**src/rtl/seqdec_pkg.sv**
```systemverilog
// Shared types and constants for the seqdec byte serializer slice.
package seqdec_pkg;

    typedef enum logic {
        IDLE  = 1'b0,
        SHIFT = 1'b1
    } ser_state_e;

    localparam int DEF_WIDTH = 8;
    localparam int DEF_DEPTH = 4;

    localparam logic [7:0] MATCH_BYTE = 8'h45;

endpackage

```
**src/rtl/seqdec_byte_serializer_byte_fifo.sv**
```systemverilog
// Synchronous FIFO with wrap-bit pointers; full/empty/level decoded
// straight from the pointer flops.
module byte_fifo #(
    parameter int WIDTH = 8,
    parameter int DEPTH = 4
) (
    input  logic                     clk,
    input  logic                     rst,
    input  logic                     push,
    input  logic [WIDTH-1:0]         wdata,
    input  logic                     pop,
    output logic [WIDTH-1:0]         rdata,
    output logic                     full,
    output logic                     empty,
    output logic [$clog2(DEPTH):0]   level
);

    localparam int AW = $clog2(DEPTH);

    logic [AW:0]      wr_q, wr_d;
    logic [AW:0]      rd_q, rd_d;
    logic [WIDTH-1:0] mem_q [DEPTH];
    logic             push_ok;
    logic             pop_ok;

    assign full  = (wr_q[AW] != rd_q[AW]) && (wr_q[AW-1:0] == rd_q[AW-1:0]);
    assign empty = (wr_q == rd_q);
    assign level = wr_q - rd_q;
    assign rdata = mem_q[rd_q[AW-1:0]];

    assign push_ok = push && !full;
    assign pop_ok  = pop && !empty;

    always_comb begin
        wr_d = wr_q;
        rd_d = rd_q;
        if (push_ok) begin
            wr_d = wr_q + {{AW{1'b0}}, 1'b1};
        end
        if (pop_ok) begin
            rd_d = rd_q + {{AW{1'b0}}, 1'b1};
        end
    end

    always_ff @(posedge clk or posedge rst) begin
        if (rst) begin
            wr_q <= '0;
            rd_q <= '0;
        end else begin
            wr_q <= wr_d;
            rd_q <= rd_d;
        end
    end

    // Storage needs no reset: entries are only visible between the pointers.
    always_ff @(posedge clk) begin
        if (push_ok) begin
            mem_q[wr_q[AW-1:0]] <= wdata;
        end
    end

endmodule

```
**src/rtl/seqdec_byte_serializer.sv**
```systemverilog
// Parallel-to-serial feeder: buffers bytes and shifts them out MSB-first
// with no gap between back-to-back words.
module seqdec_byte_serializer
    import seqdec_pkg::*;
#(
    parameter int WIDTH = DEF_WIDTH,
    parameter int DEPTH = DEF_DEPTH
) (
    input  logic                   Clk,
    input  logic                   Reset,
    input  logic [WIDTH-1:0]       Data,
    input  logic                   Valid,
    output logic                   Ready,
    output logic                   Ser,
    output logic                   SerValid,
    output logic                   WordDone,
    output logic [$clog2(DEPTH):0] Level
);

    localparam int CW = $clog2(WIDTH);
    localparam logic [CW-1:0] LAST = CW'(WIDTH - 1);

    ser_state_e       state_q, state_d;
    logic [WIDTH-1:0] shreg_q, shreg_d;
    logic [CW-1:0]    cnt_q, cnt_d;

    logic             fifo_full;
    logic             fifo_empty;
    logic [WIDTH-1:0] fifo_rdata;
    logic             fifo_pop;
    logic             fifo_push;

    assign Ready     = !fifo_full;
    assign fifo_push = Valid && !fifo_full;

    byte_fifo #(
        .WIDTH (WIDTH),
        .DEPTH (DEPTH)
    ) u_fifo (
        .clk   (Clk),
        .rst   (Reset),
        .push  (fifo_push),
        .wdata (Data),
        .pop   (fifo_pop),
        .rdata (fifo_rdata),
        .full  (fifo_full),
        .empty (fifo_empty),
        .level (Level)
    );

    always_comb begin
        state_d  = state_q;
        shreg_d  = shreg_q;
        cnt_d    = cnt_q;
        fifo_pop = 1'b0;
        Ser      = 1'b0;
        SerValid = 1'b0;
        WordDone = 1'b0;
        unique case (state_q)
            IDLE: begin
                if (!fifo_empty) begin
                    fifo_pop = 1'b1;
                    shreg_d  = fifo_rdata;
                    cnt_d    = '0;
                    state_d  = SHIFT;
                end
            end
            SHIFT: begin
                Ser      = shreg_q[WIDTH-1];
                SerValid = 1'b1;
                shreg_d  = shreg_q << 1;
                cnt_d    = cnt_q + CW'(1);
                if (cnt_q == LAST) begin
                    WordDone = 1'b1;
                    cnt_d    = '0;
                    // Reload on the LSB edge keeps the stream gap-free.
                    if (!fifo_empty) begin
                        fifo_pop = 1'b1;
                        shreg_d  = fifo_rdata;
                    end else begin
                        state_d  = IDLE;
                    end
                end
            end
            default: begin
                state_d = IDLE;
            end
        endcase
    end

    always_ff @(posedge Clk or posedge Reset) begin
        if (Reset) begin
            state_q <= IDLE;
            shreg_q <= '0;
            cnt_q   <= '0;
        end else begin
            state_q <= state_d;
            shreg_q <= shreg_d;
            cnt_q   <= cnt_d;
        end
    end

endmodule

```
**config.mk**
```make
export PLATFORM = sky130hd
export DESIGN_NAME = seqdec_byte_serializer
export DESIGN_NICKNAME = d
export VERILOG_FILES = /design/src/rtl/seqdec_pkg.sv /design/src/rtl/seqdec_byte_serializer_byte_fifo.sv /design/src/rtl/seqdec_byte_serializer.sv
export SDC_FILE = /design/constraint.sdc
export NUM_CORES = 1
export LEC_CHECK = 0
export ABC_CLOCK_PERIOD_IN_PS = 2600
export BUFFER_PORTS_ARGS = -buffer_cell sky130_fd_sc_hd__buf_4
export CORE_MARGIN = 2
export CORE_UTILIZATION = 59
export DETAILED_ROUTE_END_ITERATION = 10
export GPL_TIMING_DRIVEN = 0
export PLACE_DENSITY = 0.78
export SLEW_MARGIN = 20
export SYNTH_ARGS = -nofsm -noshare
export SYNTH_HDL_FRONTEND = slang
export SYNTH_SLANG_ARGS = --single-unit
```
**constraint.sdc**
```tcl
create_clock -name Clk -period 2.6 [get_ports Clk]
set_input_delay 0.52 -clock Clk [delete_from_list [all_inputs] [get_ports Clk]]
set_output_delay 0.52 -clock Clk [all_outputs]
set_load 0.05 [all_outputs]
```
==> metrics.txt <==
run status finished clean; drt first pass iters 4; largest net degree at the start of global routing 19; RSZ-0062 raised after global routing false; CP max FO 4; Die Width 67.1 um; actual slew at the worst max-slew pin roughly 0.71 ns; initial DRC count between 100 and 150; # DRC 0; Clock Pin Slew Worst Setup and Hold Paths roughly 0.09 ns; layout cell share with drive strength beyond 1 26.1%; Routed Antenna Nets 0; Final min period ~2.3 ns; initial antenna violation count 0; Die Height roughly 67 um; hold crit path type in2async; Core Util, Final between 70% and 80%; post-synthesis net count ~180; Max-slew headroom between 50% and 60%; number of global-route vias before repair approximately 1,400; total grt overflow 0; fill count around 270; Final Power roughly 3.5 mW; EDFF count, synth 32; Vias/cell 5.74; CTS resizes 0; Tot GR Track Use approximately a fifth; Num CTS Buffers 5; vias about 1,300; Synth Instances ~160; TNS Setup 0 ns; #FFs+latches synth 50; Post-DP HPWL ~2900 um; site row count 22; count of final setup violators 0; Worst Setup End Kind primary output; Yosys top cell by area edfxtp_1; # hold bufs at CTS 0; clock tree buffer depth 2; Routed WL slightly below 4000 um; Power per Cell Area between 1000 and 1500 mW/mm2; Final period util 87.7%; synth top area cells edfxtp_1, dfrtp_1, mux4_2; worst hold slack around 0.33 ns; Max Cap Viol 0; Ports 18; asr flop ratio synth between 30% and 40%; GPL Wtd Cong 0.825; Post-synth top flop edfxtp_1; Core Footprint approximately 0.0037 mm2; fin. max-slew vios 0; Initial Util 62.8%; clk sink count 50; Hold Fails Final Rpt 0; Die Area between 0.004 and 0.005 mm2; synthesized area per cell between 15 and 20 um2; area added between synthesis and finish 12.7%; kind of critical path reg2out; Clock Skews 0.00790 ns; Post-CTS Setup Repair Bufs 0; Arrival @ worst endpoint ~1.8 ns; Root Driver clkbuf_8; synth unique cells 35; I/O Buffers 17; Routed wire per std cell ~17 um; Leak between 1 and 1.5 nW; Post-Syn Area ~0.0024 mm2; # diodes 0; final net count 200; Clock Latency Late Sink ~0.29 ns; Startpoint Class flop; Synth top area share about 41%; most common cell in the netlist edfxtp_1; register area share after synthesis 60.0%; Req. time, crit path 2.08 ns; Fmax around 440 MHz; CTS tree yes; synth cell count leaders edfxtp_1, dfrtp_1, nand2_1, inv_1, ha_1; Worst VDD drop a little over 0.7 mV; first-pass GRT wire length approximately 6700 um; Yosys warnings 0; H-tree levels 2
-- path summary, 6_finish.rpt --
check / from / to / slack [ns] / depth (start not counted)
worst max-delay path: u_fifo.wr_q[0] / Level[2] / 0.32 / 5
worst min-delay path: Reset / state_q / 0.33 / 2
worst max register to register: u_fifo.rd_q[1] / u_fifo.mem_q[1][0] / 0.44 / 5
worst min register to register: u_fifo.wr_q[2] / u_fifo.wr_q[2] / 0.49 / 1
max in group asynchronous: Reset / u_fifo.wr_q[0] / 1.82 / 2
min in group Clk: Data[2] / u_fifo.mem_q[3][2] / 0.42 / 1
-- critical path, cell delays in order (launching register included) --
cell and delay, ns:
dfrtp_1 0.39, inv_1 0.11, ha_1 0.22, fa_1 0.39
xor2_1 0.16, buf_4 0.21
-- logic make-up (layout without fill, tap and decap cells) --
group,Yosys count,in the layout,synth area share [%]
compound gates,30,30,10.9
flops,50,50,60.0
mux,10,10,8.78
fa+ha+maj,10,10,5.64
simple gates,30,30,7.08
buf+inv,19,44,5.32
xor+xnor,6,6,2.24
-- stage by stage --
| step | instances | cell area, um2 | setup WS (ns) |
|---|---|---|---|
| final | 228 | 2650 | 0.320 |
| after floorplan | 155 | 2350 | 0.303 |
| after global routing | 228 | 2650 | 0.187 |
| after global placement | 220 | 2540 | 0.460 |
| after detailed placement | 220 | 2540 | 0.433 |
| after CTS | 228 | 2650 | 0.295 |
-- final cells by class --
type                    count  area (um2)  area share (%)
flip-flops and latches     50        1410            53.3
multi-input cells          86         815            30.8
repair buffers             17         128            4.82
plain buffers               9        87.6            3.31
clock buffers               6        72.6            2.74
well taps                  48        60.1            2.27
clock inverters             2        37.5            1.42
inverters                  10        37.5            1.42
-- report_power, final --
part,leakage (nW),switching [mW],internal [mW]
registers,0.513,0.123,1.10
logic,0.522,1.07,0.708
clock network,0.0514,0.244,0.287
total,1.09,1.43,2.10
-- registers in the layout (all words and copies together), names as in the netlist --
register      flops
u_fifo.mem_q     32
u_fifo.rd_q       3
u_fifo.wr_q       3
state_q           1
shreg_q           8
cnt_q             3
-- placed cells by master (no fill, tap or decap), types with 7 or more instances in the layout --
| cell type | n |
|---|---|
| o221a_1 | 7 |
| a211oi_1 | 7 |
| buf_4 | 18 |
| mux4_2 | 7 |
| inv_1 | 10 |
| a211o_1 | 7 |
| ha_1 | 9 |
| edfxtp_1 | 32 |
| dfrtp_1 | 18 |
| nand2_1 | 12 |
-- layer usage --
| layer | global-route usage [%] | vias up | wire (um) |
|---|---|---|---|
| met3 | 4.56 | 2 | 99 |
| li1 | - | 625 | - |
| met4 | 6.89 | 0 | 22 |
| met1 | 25.8 | 666 | 1750 |
| met2 | 36.3 | 15 | 2100 |
| met5 | 0 | - | 0 |
(Power assumes the default switching activity.)
